===== src/rtl/fifo_arb_pkg.sv =====
// fifo_arb_pkg
//   Shared definitions for the FIFO push arbiter.
//   - arb_state_e : two-state arbiter FSM encoding (IDLE, GRANT)
//   - MAX_N_REQ / MAX_BURST : supported parameter ceilings
//   - idx_width() / cnt_width() : width helpers for owner index and beat counter
package fifo_arb_pkg;

  typedef enum logic {
    IDLE  = 1'b0,
    GRANT = 1'b1
  } arb_state_e;

  localparam int unsigned MAX_N_REQ = 8;
  localparam int unsigned MAX_BURST = 16;

  // Index width for a requester vector; never below one bit.
  function automatic int unsigned idx_width(input int unsigned n);
    return (n > 1) ? $clog2(n) : 1;
  endfunction

  // Beat counter must be able to hold the value BURST itself.
  function automatic int unsigned cnt_width(input int unsigned burst);
    return $clog2(burst + 1);
  endfunction

endpackage


===== src/rtl/fifo_push_arbiter_rr_arbiter.sv =====
// rr_arbiter
//   Combinational round-robin search. Starting at last_idx_i+1 and wrapping,
//   the first asserted request wins.
//   Ports:
//     req_i      [N_REQ]  request vector
//     last_idx_i [IDX_W]  index of the previous winner
//     gnt_o      [N_REQ]  one-hot winner (zero when no request)
//     gnt_idx_o  [IDX_W]  winner index (zero when no request)
//     any_o               at least one request present
module rr_arbiter
  import fifo_arb_pkg::*;
#(
  parameter int unsigned N_REQ = 4,
  parameter int unsigned IDX_W = 2
) (
  input  logic [N_REQ-1:0] req_i,
  input  logic [IDX_W-1:0] last_idx_i,
  output logic [N_REQ-1:0] gnt_o,
  output logic [IDX_W-1:0] gnt_idx_o,
  output logic             any_o
);

  // cand_idx[k] is the requester examined at search distance k+1.
  logic [IDX_W-1:0] cand_idx [N_REQ];

  for (genvar gi = 0; gi < N_REQ; gi++) begin : g_cand
    always_comb begin
      int s;
      s = int'(last_idx_i) + gi + 1;
      // last_idx_i < N_REQ, so one subtraction is enough to wrap.
      if (s >= int'(N_REQ)) begin
        s = s - int'(N_REQ);
      end
      cand_idx[gi] = IDX_W'(s);
    end
  end

  // Walk from the farthest candidate to the nearest so the nearest
  // asserted request is the last one written and therefore wins.
  always_comb begin
    gnt_o     = '0;
    gnt_idx_o = '0;
    any_o     = 1'b0;
    for (int i = N_REQ - 1; i >= 0; i--) begin
      if (req_i[cand_idx[i]]) begin
        gnt_idx_o = cand_idx[i];
        any_o     = 1'b1;
      end
    end
    if (any_o) begin
      gnt_o[gnt_idx_o] = 1'b1;
    end
  end

endmodule


===== src/rtl/fifo_push_arbiter.sv =====
// fifo_push_arbiter
//   Arbitrates N_REQ burst sources onto the push side of a synchronous FIFO.
//   A round-robin winner owns the FIFO for up to BURST beats, or until it
//   drops valid, then one IDLE cycle separates it from the next grant.
//   Ports:
//     clk          rising-edge clock
//     reset        asynchronous reset, active low
//     req_valid_i  [N_REQ]         per-requester beat valid
//     req_data_i   [N_REQ*DATA_W]  packed data, requester i at [i*DATA_W +: DATA_W]
//     req_ready_o  [N_REQ]         per-requester ready (at most one high)
//     push_o                       FIFO push strobe (same cycle as the handshake)
//     push_data_o  [DATA_W]        FIFO write data (owner slice, zero when idle)
//     full_i                       FIFO full flag; stalls the owner
//     grant_o      [N_REQ]         one-hot registered owner, zero when idle
//     busy_o                       high while a grant is active
//   N_REQ is 2..8, BURST is 1..16.
module fifo_push_arbiter
  import fifo_arb_pkg::*;
#(
  parameter int unsigned N_REQ  = 4,
  parameter int unsigned DATA_W = 8,
  parameter int unsigned BURST  = 4
) (
  input  logic                      clk,
  input  logic                      reset,
  input  logic [N_REQ-1:0]          req_valid_i,
  input  logic [N_REQ*DATA_W-1:0]   req_data_i,
  output logic [N_REQ-1:0]          req_ready_o,
  output logic                      push_o,
  output logic [DATA_W-1:0]         push_data_o,
  input  logic                      full_i,
  output logic [N_REQ-1:0]          grant_o,
  output logic                      busy_o
);

  localparam int unsigned      IDX_W     = idx_width(N_REQ);
  localparam int unsigned      CNT_W     = cnt_width(BURST);
  localparam logic [CNT_W-1:0] BURST_CNT = CNT_W'(BURST);
  // Pointing at the last requester makes requester 0 win first after reset.
  localparam logic [IDX_W-1:0] LAST_RST  = IDX_W'(N_REQ - 1);

  arb_state_e       state_q, state_d;
  logic [IDX_W-1:0] owner_q, owner_d;
  logic [IDX_W-1:0] last_owner_q, last_owner_d;
  logic [CNT_W-1:0] cnt_q, cnt_d;
  logic [N_REQ-1:0] grant_q, grant_d;

  logic [N_REQ-1:0] arb_gnt;
  logic [IDX_W-1:0] arb_idx;
  logic             arb_any;

  logic [DATA_W-1:0] data_arr [N_REQ];
  logic [DATA_W-1:0] owner_data;
  logic              owner_valid;
  logic              in_grant;
  logic              xfer;
  logic [CNT_W-1:0]  cnt_inc;

  for (genvar gi = 0; gi < N_REQ; gi++) begin : g_slice
    assign data_arr[gi] = req_data_i[gi*DATA_W +: DATA_W];
  end

  rr_arbiter #(
    .N_REQ (N_REQ),
    .IDX_W (IDX_W)
  ) u_rr (
    .req_i      (req_valid_i),
    .last_idx_i (last_owner_q),
    .gnt_o      (arb_gnt),
    .gnt_idx_o  (arb_idx),
    .any_o      (arb_any)
  );

  always_ff @(posedge clk or negedge reset) begin
    if (!reset) begin
      state_q      <= IDLE;
      owner_q      <= '0;
      last_owner_q <= LAST_RST;
      cnt_q        <= '0;
      grant_q      <= '0;
    end else begin
      state_q      <= state_d;
      owner_q      <= owner_d;
      last_owner_q <= last_owner_d;
      cnt_q        <= cnt_d;
      grant_q      <= grant_d;
    end
  end

  // Outputs are decoded from registered state, so asserting reset forces
  // them all to zero immediately without waiting for a clock edge.
  always_comb begin
    in_grant    = (state_q == GRANT);
    owner_valid = req_valid_i[owner_q];
    owner_data  = data_arr[owner_q];
    // full_i gates the handshake, so push_o can never coincide with full.
    xfer        = in_grant && owner_valid && !full_i;
    cnt_inc     = cnt_q + CNT_W'(1);

    req_ready_o = '0;
    if (in_grant) begin
      req_ready_o[owner_q] = !full_i;
    end
    push_o      = xfer;
    push_data_o = in_grant ? owner_data : '0;
    grant_o     = grant_q;
    busy_o      = in_grant;
  end

  always_comb begin
    state_d      = state_q;
    owner_d      = owner_q;
    last_owner_d = last_owner_q;
    cnt_d        = cnt_q;
    grant_d      = grant_q;

    case (state_q)
      IDLE: begin
        if (arb_any) begin
          state_d = GRANT;
          owner_d = arb_idx;
          grant_d = arb_gnt;
          cnt_d   = '0;
        end
      end
      GRANT: begin
        // A stalled owner (full_i) keeps its count; only a valid drop or
        // the final beat releases the grant.
        if (xfer) begin
          cnt_d = cnt_inc;
        end
        if ((xfer && (cnt_inc == BURST_CNT)) || !owner_valid) begin
          state_d      = IDLE;
          last_owner_d = owner_q;
          grant_d      = '0;
        end
      end
      default: begin
        state_d = IDLE;
      end
    endcase
  end

endmodule


===== config.mk =====
export PLATFORM = sky130hd
export DESIGN_NAME = fifo_push_arbiter
export DESIGN_NICKNAME = d
export VERILOG_FILES = /design/src/rtl/fifo_arb_pkg.sv /design/src/rtl/fifo_push_arbiter_rr_arbiter.sv /design/src/rtl/fifo_push_arbiter.sv
export SDC_FILE = /design/constraint.sdc
export NUM_CORES = 1
export LEC_CHECK = 0
export CAP_MARGIN = 20
export CORE_UTILIZATION = 33
export CTS_CLUSTER_DIAMETER = 120
export DETAILED_ROUTE_END_ITERATION = 6
export PLACE_DENSITY_LB_ADDON = 0.05
export SLEW_MARGIN = 20
export SYNTH_ARGS = -nofsm -noshare
export SYNTH_HDL_FRONTEND = slang
export SYNTH_SLANG_ARGS = --single-unit
export TNS_END_PERCENT = 30

===== constraint.sdc =====
create_clock -name clk -period 1.83 [get_ports clk]
set_clock_uncertainty 0.15 [all_clocks]
set_input_delay 0.366 -clock clk [delete_from_list [all_inputs] [get_ports clk]]
set_output_delay 0.366 -clock clk [all_outputs]
set_load 0.02 [all_outputs]

Word-level counts from Yosys, hierarchy flattened
Cells that the tools add are included.
- $add $sub $neg: 11
- multiply operators: 0
- div/mod/pow operators: 0
- $lt $le $gt $ge: 13
- equality and inequality tests: 4
- shifts and indexed selects: 0
- muxes and demuxes: 40
- bitwise logic cells: 3
- reductions and logical operators: 12
- operators with widths (operator ; number):
    >= comparator 32 x 4 -> 1 bit, second input constant ; 3
    2-to-1 mux 8 bit ; 3
    less-than comparator 2 x 3 -> 1 bit, second input constant ; 6
    binary-select mux 8 bit (select 2 bit) ; 1
    2-to-1 mux 2 bit ; 8
    2-to-1 mux 1 bit ; 13
    adder 3 x 1 -> 4 bit, second input constant ; 3
    2-to-1 mux 4 bit ; 3
    binary-select mux 1 bit (select 2 bit) ; 5
    one-hot mux 4 bit (2 select lines) ; 1
    AND reduction 2 bit ; 4
    subtractor 2 x 1 -> 2 bit, second input constant ; 4
    adder 2 x 2 -> 3 bit, second input constant ; 2
    >= comparator 3 bit, second input constant ; 2
    2-to-1 mux 3 bit ; 2
    one-hot mux 3 bit (2 select lines) ; 1
    logical AND 1 bit ; 5
    AND 4 bit ; 1
    demux 1 bit (select 2 bit) ; 2
    >= comparator 2 x 1 -> 1 bit, second input constant ; 2
    != test 2 x 1 -> 1 bit, second input constant ; 2
    adder 2 x 1 -> 3 bit, second input constant ; 1
    adder 3 x 1 -> 3 bit, second input constant ; 1
    equality test 3 bit, second input constant ; 1
    other kinds (6) ; 7
- register bits: 12
- latch bits: 0
- RAM bits: 0
- memory bits (read-only): 0
- output and inout port bits: 18
- memories kept: 0

Logic depth before layout (Yosys ltp)
- depth after elaboration: 16
- depth in mapped cells: 6
- gate-level depth less buffers: 6

Modules after synthesis
A second synthesis with hierarchy kept.
- cell total of the unflattened synthesis: 116
- area, all modules: 1182.4 sq um
- modules (own cells, without submodules) (module ; instances ; cells each ; area an instance (sq um) ; seq. area each (sq um)):
    fifo_push_arbiter ; 1 ; 82 ; 938.4 ; 302.8
    rr_arbiter ; 1 ; 34 ; 244.0 ; 0.0

Worst setup path after synthesis
No wires, ideal clock.
- kind: reg2out
- start: register owner_q[0]
- end: output port push_data_o[0]
- arrival: 1373 ps
- slack: -59 ps
- cell stages (with the launch flop): 5
- cells stage by stage: dfrtp_1 > buf_6 > buf_2 > mux4_2 > and2_1
- word-level cells in the longest chain between the ends: 5
- ends and longest elaborated chain (element ; line ; text):
    start, declared ; fifo_push_arbiter.sv:43 ; logic [IDX_W-1:0] owner_q, owner_d;
    start signal, assigned ; fifo_push_arbiter.sv:83 ; owner_q <= owner_d;
    NOT 2 -> 3 bit (implied by the code) ; fifo_push_arbiter.sv:95 ; owner_data = data_arr[owner_q];
    binary-select mux 8 bit (select 2 bit) ; fifo_push_arbiter.sv:95 ;
    2-to-1 mux 8 bit (implied by the code) (2 in series) ; fifo_push_arbiter.sv:95 ;
    2-to-1 mux 8 bit ; fifo_push_arbiter.sv:105 ; push_data_o = in_grant ? owner_data : '0;
    end, declared ; fifo_push_arbiter.sv:30 ; output logic [DATA_W-1:0] push_data_o,
Every way passes these cells. The select of a mux whose other input is x is not followed.

Final worst setup path
- start: register owner_q[0]
- end: output port push_data_o[3]
Same word-level chain as after synthesis.

==> impl_metrics.csv <==
group,metric,value,unit
timing,report.final.slew_viol_count,0,
global_routing,overflow,0,
run_status,outcome,"complete, but fails checks",
clock_tree,numCtsBuffers,3,
placement,dp_hpwl,2.10,mm
clock_tree,root_buffer,"clkbuf_4",
setup_path,cpMaxStageDelayCell,"mux4_2",
synth,synth_edf_count,0,
timing,setup_viol,19,
timing,slew_headroom,0.651,
timing,period_needed,2.11,ns
power_and_ir_drop,p_clk_frac,0.077,
floorplan,num_io_pins,57,
setup_path,path_max_fanout,6,
synth,yosys_warnings,0,
routing,postRouteAntennaNets,0,
routing,first_pass_iters,4,
global_routing,grt_max_degree,14,
clock_tree,cts.sinks,12,
floorplan,rows,18,
synth,avgSynthCellArea,11.1,um2
power_and_ir_drop,fin_total_pwr,2.64,mW
global_routing,grt_pass1_wl,4.35,mm
finish,multi_input_area,602,um2
routing,wl_per_cell,14.6,um
synth,netlist-cell-type-count,32,
synth,synth.top_cell.area_share,0.272,
routing,vias_per_cell,5.15,
finish,register_area,304,um2
power_and_ir_drop,seq_power_share,0.190,
timing,fin_crit_sh,1.15,
floorplan,die_area,3000,um2
global_routing,grt_pass1_vias,995,
placement,portBuffers,56,
floorplan,coreArea,2540,um2
timing,rsz0062_at_grt,"true",
placement,gp_congestion,0.771,
floorplan,die_w,54.8,um
clock_tree,cts.path.max_buffers,2,
clock_tree,clk_pin_slew,0.07,ns
synth,synth_nets,124,
synth,ys.flop_type,"dfrtp_1",
floorplan,start_util,0.361,
power_and_ir_drop,power_density,1540,nW/um2
finish,finalNetCount,200,
global_routing,track_usage,0.202,
finish,fillers,224,
timing,fin_tns_setup,-3.70,ns
power_and_ir_drop,switching_power,989,uW
setup_path,path_cells,"buf_12 > mux4_2 > and2_4 > buf_6",
synth,synth_seq_cells,12,
power_and_ir_drop,swShare,0.375,
routing,dr_total_vias,969,
floorplan,die_h,54.8,um
synth,seq_area_frac_synth,0.329,
power_and_ir_drop,p_int,1.65,mW
finish,final_common_cell,"clkdlybuf4s50_1",
routing,drt_iter0_drc,7,
timing,worst_pin_slew,0.521,ns
clock_tree,ctsHoldBuffers,0,
clock_tree,clock_latency,0.26,ns
timing,fmax,473,MHz
synth,async_flop_share,1.00,
clock_tree,cts_tree,"done",
setup_path,end_kind,"output pin",
finish,diodes,0,
run_status,violations,"negative setup slack",
synth,netlist_top_cells_area,"dfrtp_1, mux4_2, mux4_1",
finish,layout_common_cells,"clkdlybuf4s50_1, buf_4, buf_6",
global_routing,antenna_found_initial,0,
setup_path,timing.critical_path.from_type,"register",
timing,finalHoldViolCount,0,
power_and_ir_drop,p_leak,0.765,nW
timing,fin_ws,-0.283,ns
worst_hold_path,min_path_type,"in2async",
synth,syn-instance-count,83,
setup_path,arrival,1.60,ns
timing,holdWs,0.292,ns
routing,route.detailed.drc,0,
finish,area_growth_syn_to_layout,86.1,%
power_and_ir_drop,vdd_ir_drop_max,0.985,mV
routing,totalWireLength,2.75,mm
finish,drive_above_1_share,0.405,
clock_tree,h-tree-depth,1,
setup_path,crit_type,"reg2out",
flow_run,cap_viol_max_count,0,
setup_path,slowest_delay,0.50,ns
synth,yosys.area.top_type,"dfrtp_1",
setup_path,cp.required,1.31,ns
synth,synth_area,920,um2
power_and_ir_drop,share_comb_of_total_power,0.733,
## final cells by class
type | instances | share of cell area
inverters | 3 | 0.00658
repair buffers | 75 | 0.421
well taps | 30 | 0.0219
multi-input cells | 64 | 0.352
clock buffers | 4 | 0.0212
flip-flops and latches | 12 | 0.178
## kinds of logic after synthesis
| group | count (synthesis) | synth area share |
|---|---|---|
| buffers and inverters | 7 | 0.0381 |
| AND/OR/NAND/NOR | 34 | 0.201 |
| adder cells (fa/ha/maj) | 2 | 0.0272 |
| AO/OA/AOI/OAI | 17 | 0.143 |
| multiplexers | 11 | 0.261 |
| flip-flops | 12 | 0.329 |
## synth_stat cells (all sizes together) (2+ instances only)
cell	n
nand3	6
nand2b	4
mux2	2
a22o	2
o21ai	4
ha	2
buf	2
dfstp	2
inv	3
nand2	7
a21oi	3
and2	9
nor2	3
clkbuf	2
dfrtp	10
mux4	9
## power by group through the flow
stage / combinational [mW] / sequential, mW / clock (mW)
after floorplan: 0.912 / 0.550 / 0
after global placement: 1.72 / 0.482 / 0
after detailed placement: 1.75 / 0.495 / 0
after CTS: 1.94 / 0.501 / 0.213
after global routing: 2.09 / 0.520 / 0.221
final: 1.93 / 0.502 / 0.204
## what timing repair did
item                       in CTS  in global routing
resized for setup              83                 11
gates cloned                    1                  0
setup buffers                   2                  0
setup endpoints to repair      20                 19
pin swaps                       7                  3
## per-stage QoR
step | instances | setup slack [ns] | area [um2] | utilization
floorplan | 83 | -0.00581 | 927 | -
global placement | 182 | -0.662 | 1640 | 0.644
detailed placement | 182 | -0.667 | 1640 | 0.644
CTS | 189 | -0.353 | 1710 | 0.672
global route | 188 | -0.351 | 1710 | 0.673
finish | 188 | -0.283 | 1710 | 0.673
## critical path: cells and delay by family, from the launching register on
family        cells  cell delay, ns
buf+inv           2            0.26
flops             1            0.42
mux               1            0.50
simple gates      1            0.15
## sequential cells by signal, indices dropped and copies added (netlist names)
register / flops
owner_q: 2
last_owner_q: 2
busy_o: 1
cnt_q: 3
grant_o: 4
## per-layer routing
layer / global-route usage / wire length, um
met2: 0.384 / 1350
met5: 0 / 0
met3: 0.0472 / 315
met1: 0.213 / 1070
met4: 0.0684 / 13
## worst paths after layout
path                                   startpoint                endpoint  slack (ns)  cells after the start
max reg2reg                owner_q[0]$_DFFE_PN0P_  grant_o[1]$_DFFE_PN0P_       -0.24                      6
min reg2reg                grant_o[3]$_DFFE_PN0P_  grant_o[3]$_DFFE_PN0P_        0.35                      1
min in group clk           grant_o[3]$_DFFE_PN0P_  grant_o[3]$_DFFE_PN0P_        0.35                      1
min                                         reset    cnt_q[0]$_DFFE_PN0P_        0.29                      1
max in group asynchronous                   reset  owner_q[0]$_DFFE_PN0P_        0.86                      1
max                        owner_q[0]$_DFFE_PN0P_          push_data_o[3]       -0.28                      4
No activity file was read; power rests on OpenSTA's default activity.
==> edit 1, RTL diff (same flow settings) <==
`N_REQ` is set to 4 in 2 places; all go to 2.
--- a/src/rtl/fifo_push_arbiter_rr_arbiter.sv
+++ b/src/rtl/fifo_push_arbiter_rr_arbiter.sv
@@ -10,7 +10,7 @@
 module rr_arbiter
   import fifo_arb_pkg::*;
 #(
-  parameter int unsigned N_REQ = 4,
+  parameter int unsigned N_REQ = 2,
   parameter int unsigned IDX_W = 2
 ) (
   input  logic [N_REQ-1:0] req_i,
--- a/src/rtl/fifo_push_arbiter.sv
+++ b/src/rtl/fifo_push_arbiter.sv
@@ -17,7 +17,7 @@
 module fifo_push_arbiter
   import fifo_arb_pkg::*;
 #(
-  parameter int unsigned N_REQ  = 4,
+  parameter int unsigned N_REQ  = 2,
   parameter int unsigned DATA_W = 8,
   parameter int unsigned BURST  = 4
 ) (
Ports: changed (resized grant_o, req_data_i, req_ready_o and req_valid_i); port bits go from 57 to 35. The function was not compared with the original's and may differ.
==> edit 1 against the unedited design <==
Synthesized area decreased by 39%. Sequential cell count is 4 lower. Global-route usage fell by 2.6 points. Total power down 50%. Design area down 45%. Critical endpoint is now push_o. Routed wire length down 47%. Worst setup slack improved by 0.34 ns. Non-clock buffer count shrank 32.
==> edit 1: results (changes against the unedited design) <==
Synth
  – Commonest cells in the netlist: 11 x mux2i_1, 10 x nor2_1, 7 x dfrtp_1 (was 10 x dfrtp_1, 8 x and2_1, 7 x nand2_1)
  – Syn nets: 85 (was 124)
  – Post-Syn Area: 559.3 sq um (was 919.6 sq um)
  – Mapped Cells: 62 (was 83)
  – Register area share after synthesis: 36.02% (was 32.93%)

Place
  – Routability cong.: 0.8008 (was 0.7714)
  – Post-placement cell area: 967.2 sq um (was 0.001639 sq mm)
  – Port-buffer cells: 34 (was 56)
  – Hpwl dp: 1147 um (was 2099 um)

Finish
  – Max FFs per register: 3 (was 4)
  – Multi-input logic area: 322.8 sq um (was 601.8 sq um)
  – Final nets: 130 (was 200)
  – Multi-input gate share of total cell area: 34.17% (was 35.16%)
  – Invs w/o clock: 4 (was 3)
  – Signal buffers: 43 (was 75)
  – Sequential share of cell area: 21.32% (was 17.76%)

Detailed routing
  – Met3 WL post-DR: 91 um (was 315 um)
  – Met2 wire length: 724 um (was 1348 um)
  – M1 wire length: 618 um (was 1071 um)
  – Total Routed Length: 1455 um (was 2748 um)
  – Via density: 4.828 (was 5.154)

Critical path
  – CP peak stage delay: 0.41 ns (was 0.50 ns)
  – CP max stage cell: dfrtp_1 (was mux4_2)
  – Crit path max-delay family: flip-flops (was multiplexers)

Global routing
  – Met1 Track Usage GR: 20.79% (was 21.27%)
  – Largest net degree at the start of global routing: 10 (was 14)

Clock tree
  – # resized after CTS: 49 (was 83)

Timing
  – Relative slew slack: 74.66% (was 65.15%)

Power
  – PwrDens: 1408 mW/mm^2 (was 1542 mW/mm^2)
  – Power share of the combinational group: 64.9% (was 73.3%)
  – P_seq: 0.316 mW (was 0.502 mW)

Status
  – Run status: complete, no violations (was finished, violations left)
==> edit 1: cells by family after synthesis <==
kind of cell,after synthesis,synth area share (%)
buffers and inverters,7,6.262
AOI/OAI and AO/OA,10,11.41
and+or+nand+nor,23,19.46
adders and majority gates,2,4.474
DFF,8,36.02
muxes,12,22.37
==> edit 1: worst paths after layout <==
| path | startpoint | end | slack [ns] | depth (start not counted) |
|---|---|---|---|---|
| setup / recovery | owner_q$_DFFE_PN0P_ | push_o | 0.06 | 3 |
| hold / removal | reset | busy_o$_DFF_PN0_ | 0.23 | 1 |
| setup reg to reg | owner_q$_DFFE_PN0P_ | cnt_q[2]$_DFFE_PN0P_ | 0.40 | 4 |
| hold reg to reg | cnt_q[0]$_DFFE_PN0P_ | cnt_q[0]$_DFFE_PN0P_ | 0.34 | 1 |
| max in group asynchronous | reset | last_owner_q$_DFFE_PN1P_ | 0.98 | 1 |
| min in group clk | cnt_q[0]$_DFFE_PN0P_ | cnt_q[0]$_DFFE_PN0P_ | 0.34 | 1 |
==> edit 2, RTL diff (config.mk and constraints unchanged) <==
Without the edit above. Make the reset (`reset`) synchronous in one clocked block. Comments in the files are not updated.
--- a/src/rtl/fifo_push_arbiter.sv
+++ b/src/rtl/fifo_push_arbiter.sv
@@ -71,7 +71,7 @@
     .any_o      (arb_any)
   );
 
-  always_ff @(posedge clk or negedge reset) begin
+  always_ff @(posedge clk) begin
     if (!reset) begin
       state_q      <= IDLE;
       owner_q      <= '0;
Behaviour: differs if reset is asserted again (counterexample within 4 cycles, from zero or initial values and one cycle with reset low); with reset held inactive, the same outputs for 10 cycles.
==> edit 2 against the unedited design <==
The run still ends with setup timing left. Synthesized cell count rose by 19%. Design area increased by 9.5%. Worst setup slack better by 0.014 ns. Routed wire length grew 12%. Sequential share of layout area down 4.7 points. Synthesized area rose by 3.5%. Sequential cell count unchanged. Critical path type unchanged.
Power is not compared: it rests on default switching activity, and its combinational part moved more than twofold at a synthesized area within 25%.
==> edit 2: results (changes against the unedited design) <==
Status
  – Run status: finished, violations left (unchanged)
  – Failing checks: setup timing (unchanged)

Worst hold path
  – Hold Crit Class: reg -> reg (was in -> async)

Detailed routing
  – 1st-iter DRT viols: 28 (was 7)
  – Via density: 5.322 (was 5.154)
  – Met2 wire length: 1506 um (was 1348 um)

Critical path
  – Worst Path Arrival: 1.58 ns (was 1.60 ns)
  – R2r setup slk: -0.06 ns (was -0.24 ns)
  – Critical path fanouts, max: 5 (was 6)
  – Reg2Reg Capture Point: grant_o[2]$_SDFFE_PN0P_ (was grant_o[1]$_DFFE_PN0P_)

Timing
  – Final setup viols: 13 (was 19)
  – Slack of the critical path: -0.2693 ns (was -0.2830 ns)

Global routing
  – Vias in the first global route: 1053 (was 995)
  – Largest net degree at the start of global routing: 12 (was 14)
  – First-pass GRT wire length: 4830 um (was 4347 um)
  – Met1 Track Usage GR: 24.26% (was 21.27%)
  – Global-route met3 utilization: 4.419% (was 4.722%)
  – Global Route Usage Sum: 19.59% (was 20.20%)

Finish
  – #MultiIn Comb: 78 (was 64)
  – Layout cell share with drive strength beyond 1: 42.22% (was 40.51%)
  – Multi-input logic area: 757.0 sq um (was 601.8 sq um)
  – Final Instance Count excl. Fillers: 211 (was 188)
  – Clock buffers: 3 (was 4)
  – Clock buf/inv share: 1.202% (was 2.120%)
  – Buffer share of cell area: 42.66% (was 42.11%)

Synth
  – Cell variety after synth: 35 (was 32)
  – Commonest cells in the netlist: 12 x dfxtp_1, 8 x and2_1, 8 x mux4_2 (was 10 x dfrtp_1, 8 x and2_1, 7 x nand2_1)
  – Cells taking the most area after synthesis: dfxtp_1 25%, mux4_2 19%, and2_1 5.3% (was dfrtp_1 27%, mux4_2 12%, mux4_1 11%)
  – Syn nets: 140 (was 124)
  – Commonest register cell after synthesis: dfxtp_1 (was dfrtp_1)

Place
  – Post-placement cell area: 0.001732 sq mm (was 0.001639 sq mm)
  – DP Worst Slack: -0.6764 ns (was -0.6666 ns)
  – Routability cong.: 0.8057 (was 0.7714)
[edit 2: changes by cell type after synthesis, moves of 3 or more]
| cell | change |
|---|---|
| dfxtp_1 | +12 |
| dfrtp_1 | -10 |
| mux2i_1 | +5 |
| nor2b_1 | +5 |
| a32o_1 | +4 |
| mux4_1 | -4 |
| mux4_2 | +3 |
[edit 2: worst register-to-register path, delay by kind of cell, from the launching register on]
family                 cells  cell delay [ns]
AO/OA/AOI/OAI              2             0.44
AND/OR/NAND/NOR            1             0.41
flip-flops                 1             0.37
buffers and inverters      2             0.30
multiplexers               1             0.16
[edit 2: worst min-delay path by stage]
stage,from,to,slack [ns],cells after the start
floorplan,cnt_q[2]$_SDFFE_PN0P_,cnt_q[2]$_SDFFE_PN0P_,0.30,2
global placement,grant_o[0]$_SDFFE_PN0P_,grant_o[0]$_SDFFE_PN0P_,0.30,1
detailed placement,grant_o[0]$_SDFFE_PN0P_,grant_o[0]$_SDFFE_PN0P_,0.31,1
CTS,grant_o[3]$_SDFFE_PN0P_,grant_o[3]$_SDFFE_PN0P_,0.32,1
global route,grant_o[3]$_SDFFE_PN0P_,grant_o[3]$_SDFFE_PN0P_,0.35,1
finish,grant_o[0]$_SDFFE_PN0P_,grant_o[0]$_SDFFE_PN0P_,0.32,1
[edit 2: repair_timing]
item	4_1_cts	5_1_grt
gates cloned	1	0
setup endpoints to repair	22	24
pin swaps	13	1
buffers inserted	2	0
resized for setup	92	10
[edit 2: kinds of logic after synthesis]
group | share of synthesized area (%)
buffers and inverters | 4.073
and+or+nand+nor | 25.49
muxes | 24.18
adders and majority gates | 2.628
DFF | 25.23
AOI/OAI and AO/OA | 18.40
